**config.mk**
```make
export PLATFORM = sky130hd
export DESIGN_NAME = ps2_transmitter
export DESIGN_NICKNAME = d
export VERILOG_FILES = /design/src/rtl/ps2_transmitter_pkg.sv /design/src/rtl/ps2_line_sync.sv /design/src/rtl/ps2_transmitter.sv
export SDC_FILE = /design/constraint.sdc
export NUM_CORES = 1
export LEC_CHECK = 0
export CORE_MARGIN = 5
export CORE_UTILIZATION = 45
export DETAILED_ROUTE_END_ITERATION = 8
export RECOVER_POWER = 25
export SLEW_MARGIN = 10
export SYNTH_ARGS = -nofsm -noshare
export SYNTH_HDL_FRONTEND = slang
export SYNTH_SLANG_ARGS = --single-unit
```
**constraint.sdc**
```tcl
create_clock -name clk -period 4.4 [get_ports clk]
set_clock_uncertainty 0.2 [all_clocks]
set_input_delay 0.66 -clock clk [delete_from_list [all_inputs] [get_ports clk]]
set_output_delay 0.66 -clock clk [all_outputs]
set_load 0.02 [all_outputs]
```
**src/rtl/ps2_transmitter_pkg.sv**
```systemverilog
// Shared PS/2 transmitter types: FSM encoding, frame geometry and default timing.
package ps2_transmitter_pkg;

    typedef enum logic [2:0] {
        TX_IDLE      = 3'd0,
        TX_INHIBIT   = 3'd1,
        TX_RELEASE   = 3'd2,
        TX_SHIFT     = 3'd3,
        TX_ACK       = 3'd4,
        TX_WAIT_IDLE = 3'd5
    } ps2_tx_state_e;

    // Start + 8 data + parity + stop; the 11th device falling edge carries the ACK.
    localparam int PS2_FRAME_BITS             = 11;
    localparam int PS2_INHIBIT_CYCLES_DEFAULT = 2000;
    localparam int PS2_TIMEOUT_CYCLES_DEFAULT = 300000;

    function automatic logic odd_parity(input logic [7:0] data);
        return ~^data;
    endfunction

endpackage

```
**src/rtl/ps2_line_sync.sv**
```systemverilog
// Two-flop synchroniser plus falling-edge detector for one open-drain PS/2 line.
module ps2_line_sync (
    input  logic clk,
    input  logic reset,
    input  logic line,
    output logic level,
    output logic fall
);

    logic meta;
    logic sync;
    logic prev;

    // Idle PS/2 lines float high, so reset to 1 to avoid a phantom edge.
    always_ff @(posedge clk or negedge reset) begin
        if (!reset) begin
            meta <= 1'b1;
            sync <= 1'b1;
            prev <= 1'b1;
        end else begin
            meta <= line;
            sync <= meta;
            prev <= sync;
        end
    end

    assign level = sync;
    assign fall  = prev & ~sync;

endmodule

```
**src/rtl/ps2_transmitter.sv**
```systemverilog
// Host-to-device PS/2 command transmitter: request-to-send, LSB-first shift
// with odd parity on device clock edges, and acknowledge check.
module ps2_transmitter
    import ps2_transmitter_pkg::*;
#(
    parameter int INHIBIT_CYCLES = PS2_INHIBIT_CYCLES_DEFAULT,
    parameter int TIMEOUT_CYCLES = PS2_TIMEOUT_CYCLES_DEFAULT
) (
    input  logic          clk,
    input  logic          reset,
    input  logic [7:0]    tx_data,
    input  logic          tx_start,
    output logic          tx_ready,
    output logic          tx_done,
    output logic          tx_error,
    output logic          rx_inhibit,
    input  logic          ps2_clock,
    input  logic          ps2_data,
    output logic          ps2_clock_drive_low,
    output logic          ps2_data_drive_low,
    output ps2_tx_state_e tx_state
);

    // Handshake: a byte is taken on any rising clk edge where tx_start and
    // tx_ready are both 1; tx_ready stays 0 until the next byte can be taken,
    // including the cycle that carries the tx_done/tx_error pulse.

    localparam int MAX_CYCLES = (TIMEOUT_CYCLES > INHIBIT_CYCLES) ? TIMEOUT_CYCLES : INHIBIT_CYCLES;
    localparam int CW         = $clog2(MAX_CYCLES + 1);

    localparam logic [CW-1:0] START_BIT_AT = CW'(INHIBIT_CYCLES - 2);
    localparam logic [CW-1:0] INHIBIT_LAST = CW'(INHIBIT_CYCLES - 1);
    localparam logic [CW-1:0] TIMEOUT_LAST = CW'(TIMEOUT_CYCLES - 1);
    localparam logic [3:0]    LAST_EDGE    = 4'(PS2_FRAME_BITS - 1);

    ps2_tx_state_e                   state;
    logic [PS2_FRAME_BITS-2:0]       frame;
    logic [3:0]                      edge_cnt;
    logic [CW-1:0]                   cycle_cnt;

    logic clock_level;
    logic clock_fall;
    logic data_level;
    logic data_fall_unused;

    ps2_line_sync u_clock_sync (
        .clk   (clk),
        .reset (reset),
        .line  (ps2_clock),
        .level (clock_level),
        .fall  (clock_fall)
    );

    ps2_line_sync u_data_sync (
        .clk   (clk),
        .reset (reset),
        .line  (ps2_data),
        .level (data_level),
        .fall  (data_fall_unused)
    );

    assign tx_state = state;

    always_ff @(posedge clk or negedge reset) begin
        if (!reset) begin
            state               <= TX_IDLE;
            frame               <= '0;
            edge_cnt            <= '0;
            cycle_cnt           <= '0;
            ps2_clock_drive_low <= 1'b0;
            ps2_data_drive_low  <= 1'b0;
            tx_ready            <= 1'b1;
            tx_done             <= 1'b0;
            tx_error            <= 1'b0;
            rx_inhibit          <= 1'b0;
        end else begin
            tx_done  <= 1'b0;
            tx_error <= 1'b0;
            case (state)
                TX_IDLE: begin
                    tx_ready <= 1'b1;
                    if (tx_start && tx_ready) begin
                        frame               <= {1'b1, odd_parity(tx_data), tx_data};
                        cycle_cnt           <= '0;
                        ps2_clock_drive_low <= 1'b1;
                        tx_ready            <= 1'b0;
                        rx_inhibit          <= 1'b1;
                        state               <= TX_INHIBIT;
                    end
                end

                // Clock held low for exactly INHIBIT_CYCLES; the start bit
                // goes down on the last of those cycles.
                TX_INHIBIT: begin
                    cycle_cnt <= cycle_cnt + CW'(1);
                    if (cycle_cnt == START_BIT_AT) begin
                        ps2_data_drive_low <= 1'b1;
                    end
                    if (cycle_cnt == INHIBIT_LAST) begin
                        ps2_clock_drive_low <= 1'b0;
                        cycle_cnt           <= '0;
                        edge_cnt            <= '0;
                        state               <= TX_RELEASE;
                    end
                end

                TX_RELEASE: begin
                    cycle_cnt <= cycle_cnt + CW'(1);
                    state     <= TX_SHIFT;
                end

                TX_SHIFT, TX_ACK, TX_WAIT_IDLE: begin
                    cycle_cnt <= cycle_cnt + CW'(1);
                    if (cycle_cnt == TIMEOUT_LAST) begin
                        ps2_clock_drive_low <= 1'b0;
                        ps2_data_drive_low  <= 1'b0;
                        tx_error            <= 1'b1;
                        rx_inhibit          <= 1'b0;
                        state               <= TX_IDLE;
                    end else if (state == TX_SHIFT) begin
                        if (clock_fall) begin
                            edge_cnt <= edge_cnt + 4'd1;
                            if (edge_cnt == LAST_EDGE) begin
                                state <= TX_ACK;
                            end else begin
                                ps2_data_drive_low <= ~frame[edge_cnt];
                            end
                        end
                    end else if (state == TX_ACK) begin
                        if (!data_level) begin
                            state <= TX_WAIT_IDLE;
                        end else begin
                            tx_error   <= 1'b1;
                            rx_inhibit <= 1'b0;
                            state      <= TX_IDLE;
                        end
                    end else if (clock_level && data_level) begin
                        tx_done    <= 1'b1;
                        rx_inhibit <= 1'b0;
                        state      <= TX_IDLE;
                    end
                end

                default: begin
                    ps2_clock_drive_low <= 1'b0;
                    ps2_data_drive_low  <= 1'b0;
                    rx_inhibit          <= 1'b0;
                    state               <= TX_IDLE;
                end
            endcase
        end
    end

endmodule

```
==> flow_summary.ini <==
[outcome]
status = finished, violations left
violations = max-capacitance violations, max-slew violations

[power]
p_int_mw = 0.7874
power.leakage_nw = 1.220
total_power_mw = 1.156
peakVddDrop_uv = 219.5
pwr-share-seq = 0.545
power.density_nw_per_um2 = 390.5
pwr-share-clk = 0.232
combPwrFrac = 0.223
p_switching_mw = 0.3687
p_sw_frac = 0.3189

[final_layout]
fin_area_um2 = 2960
syn2layout_area_growth_pct = 12.77
final_cells = 357
drive_above_1_share = 0.1298
antennaDiodeCount = 0
final_util = 0.5311
fin_nets = 302

[sta]
tightest_slew_ns = 1.679
whs_ns = 0.1631
final_max_slew_viol_count = 31
clock.fmax_ghz = 0.3643
layout_setup_ws_ns = 1.655
finalHoldViolCount = 0
setup-violations-final = 0
min_period_over_period = 0.6239
setup_tns_ns = 0
grt_setup_unrepaired = no
period_needed_ns = 2.745
relSlewSlack = -0.1194

[placed_design]
routabilityCongestion = 0.8095
place_ws_ns = 1.364
dp_hpwl_um = 3926
dpl.cell_count = 349
placed_area_um2 = 2877
port_buffers = 21

[global_routing]
grt_pass1_wl_um = 9839
grt_overflow_total = 0
grt_pass1_vias = 1979
grt_usage = 0.1623
grt_max_degree = 31
antenna_found_initial = 0

[clock_tree]
cts_tree = built
cts.path.max_buffers = 2
clock_latency_ns = 0.30
numCtsBuffers = 5
cts_num_sinks = 47
cts_hold_buf = 0
root_buffer = clkbuf_8
postCtsSetupBuffers = 0
htreeDepth = 2
clk_pin_slew_worst_paths_ns = 0.09
ctsResizeCount = 0

[yosys]
syn_area_um2 = 2625
yosysTopAreaCellShare = 0.3908
synth.area.top_cells = dfrtp_1 39%, dfstp_2 6.0%, mux2_2 3.9%
synth_edf_count = 0
yosysWarnings = 0
synthCells = 267
synth_common_cells = 41 x dfrtp_1, 23 x nor2_1, 20 x nand2_1
ys_types = 57
syn_nets = 285
synth_ff_type = dfrtp_1
yosys_register_bits = 47
yosys.area.top_type = dfrtp_1
seq_area_frac_synth = 0.4509
async_flop_share = 1.000
synth_area_per_cell_um2 = 9.832
yosysMostFrequentCell = dfrtp_1

[worst_setup_path]
critical_path_class = input pin to async pin
crit_arrival_ns = 2.66
reg2reg_to = cycle_cnt[14]$_DFFE_PN0P_
cp.buffers_inverters = 2
crit_chain = clkbuf_1 > clkbuf_1
path_delay_family = buffers and inverters
r2r_slack_ns = 1.71
rr_worst_depth = 5
end_kind = async pin
crit_path_start_kind = input pin
cpMostUsedCell = clkbuf_1
crit_required_ns = 4.31
critPathMaxFanout = 30
critical-path-max-stage-delay_ns = 1.28
crit_slowest_cell = clkbuf_1
reg2reg_from = tx_state[1]$_DFFE_PN0P_

[route]
wl_um = 5522
drtIter0Drc = 123
drc = 0
vias = 2006
viasPerCell = 5.619
ant_nets = 0
dr.pass1.iters = 4
wl_per_cell_um = 15.47

[floorplanning]
die_h_um = 86.38
die_x_um = 86.38
io_pins = 22
coreArea_um2 = 5574
dieArea_um2 = 7461
rows = 27
start_util = 0.4709

[job]
drv_cap = 1

[min_path]
hp-class = flop to flop
hold_depth = 0
whs_endpoint = u_data_sync.level$_DFF_PN1_
worstHoldStart = u_data_sync.meta$_DFF_PN1_
[routing by layer]
| layer | wire length, um | GRT usage |
|---|---|---|
| met4 | 43 | 0.03399 |
| met1 | 2861 | 0.2457 |
| met2 | 2382 | 0.2378 |
| met5 | 0 | 0 |
| met3 | 234 | 0.03517 |
[cells by family (layout without fill, tap and decap cells)]
group                    Yosys count  after routing  share of synthesized area
AND/OR/NAND/NOR                  107            107                     0.2235
flip-flops                        47             47                     0.4509
buffers and inverters             27             45                    0.04099
adder cells (fa/ha/maj)            5              5                    0.02383
AO/OA/AOI/OAI                     49             49                     0.1316
XOR/XNOR                          18             18                    0.06006
multiplexers                      14             14                    0.06911
[cells in the final DEF (no fill, tap or decap), types with 2 or more instances in the layout]
master            n
dfrtp_1          41
o21ai_0          12
nand3_1          14
dfstp_2           5
a21o_1            2
a21oi_1          11
nor3_1            5
dlygate4sd3_1     2
nor4_1            5
and3_1            3
nor3b_1           2
mux4_2            2
nor2b_1           5
ha_1              5
nand4_1           7
clkbuf_1          3
inv_1            15
and4_1            2
xor2_1            8
mux2i_1           2
nand2_1          20
xnor2_1          10
o22ai_1           4
or2_2             4
mux2_2            9
o311ai_1          3
clkdlybuf4s50_1  18
clkbuf_8          5
nand2b_1          6
nor2_1           23
nor4b_1           2
[power by group through the flow]
stage	logic (mW)	clock network (mW)	registers [mW]
finish	0.257	0.268	0.630
global route	0.293	0.298	0.647
CTS	0.263	0.280	0.629
detailed placement	0.263	0	0.637
global placement	0.257	0	0.635
floorplan	0.201	0	0.610
[area by class of cell]
cell class              count  area [um2]
clock buffers               6       72.57
fillers                   521        2614
inverters                  15       56.30
repair buffers             22       207.7
clock inverters             2       16.27
flip-flops and latches     47        1184
well taps                  72       90.09
multi-input cells         193        1334
[worst max path at each step]
stage	slack [ns]	cells past startpoint	from	endpoint
2_1_floorplan	2.14	7	tx_start	tx_state[0]$_DFFE_PN0P_
3_3_place_gp	1.45	6	tx_start	cycle_cnt[10]$_DFFE_PN0P_
3_5_place_dp	1.36	6	tx_start	tx_state[0]$_DFFE_PN0P_
4_1_cts	1.66	6	tx_start	tx_state[0]$_DFFE_PN0P_
5_1_grt	1.15	2	reset	tx_state[1]$_DFFE_PN0P_
6_report	1.65	2	reset	frame[3]$_DFFE_PN0P_
[flip-flops by register name, indices dropped and copies added (netlist names), 3 cells and up]
register and flops:
cycle_cnt 19, frame 10, edge_cnt 4, tx_state 3
Power figures use the tool's default switching activity.
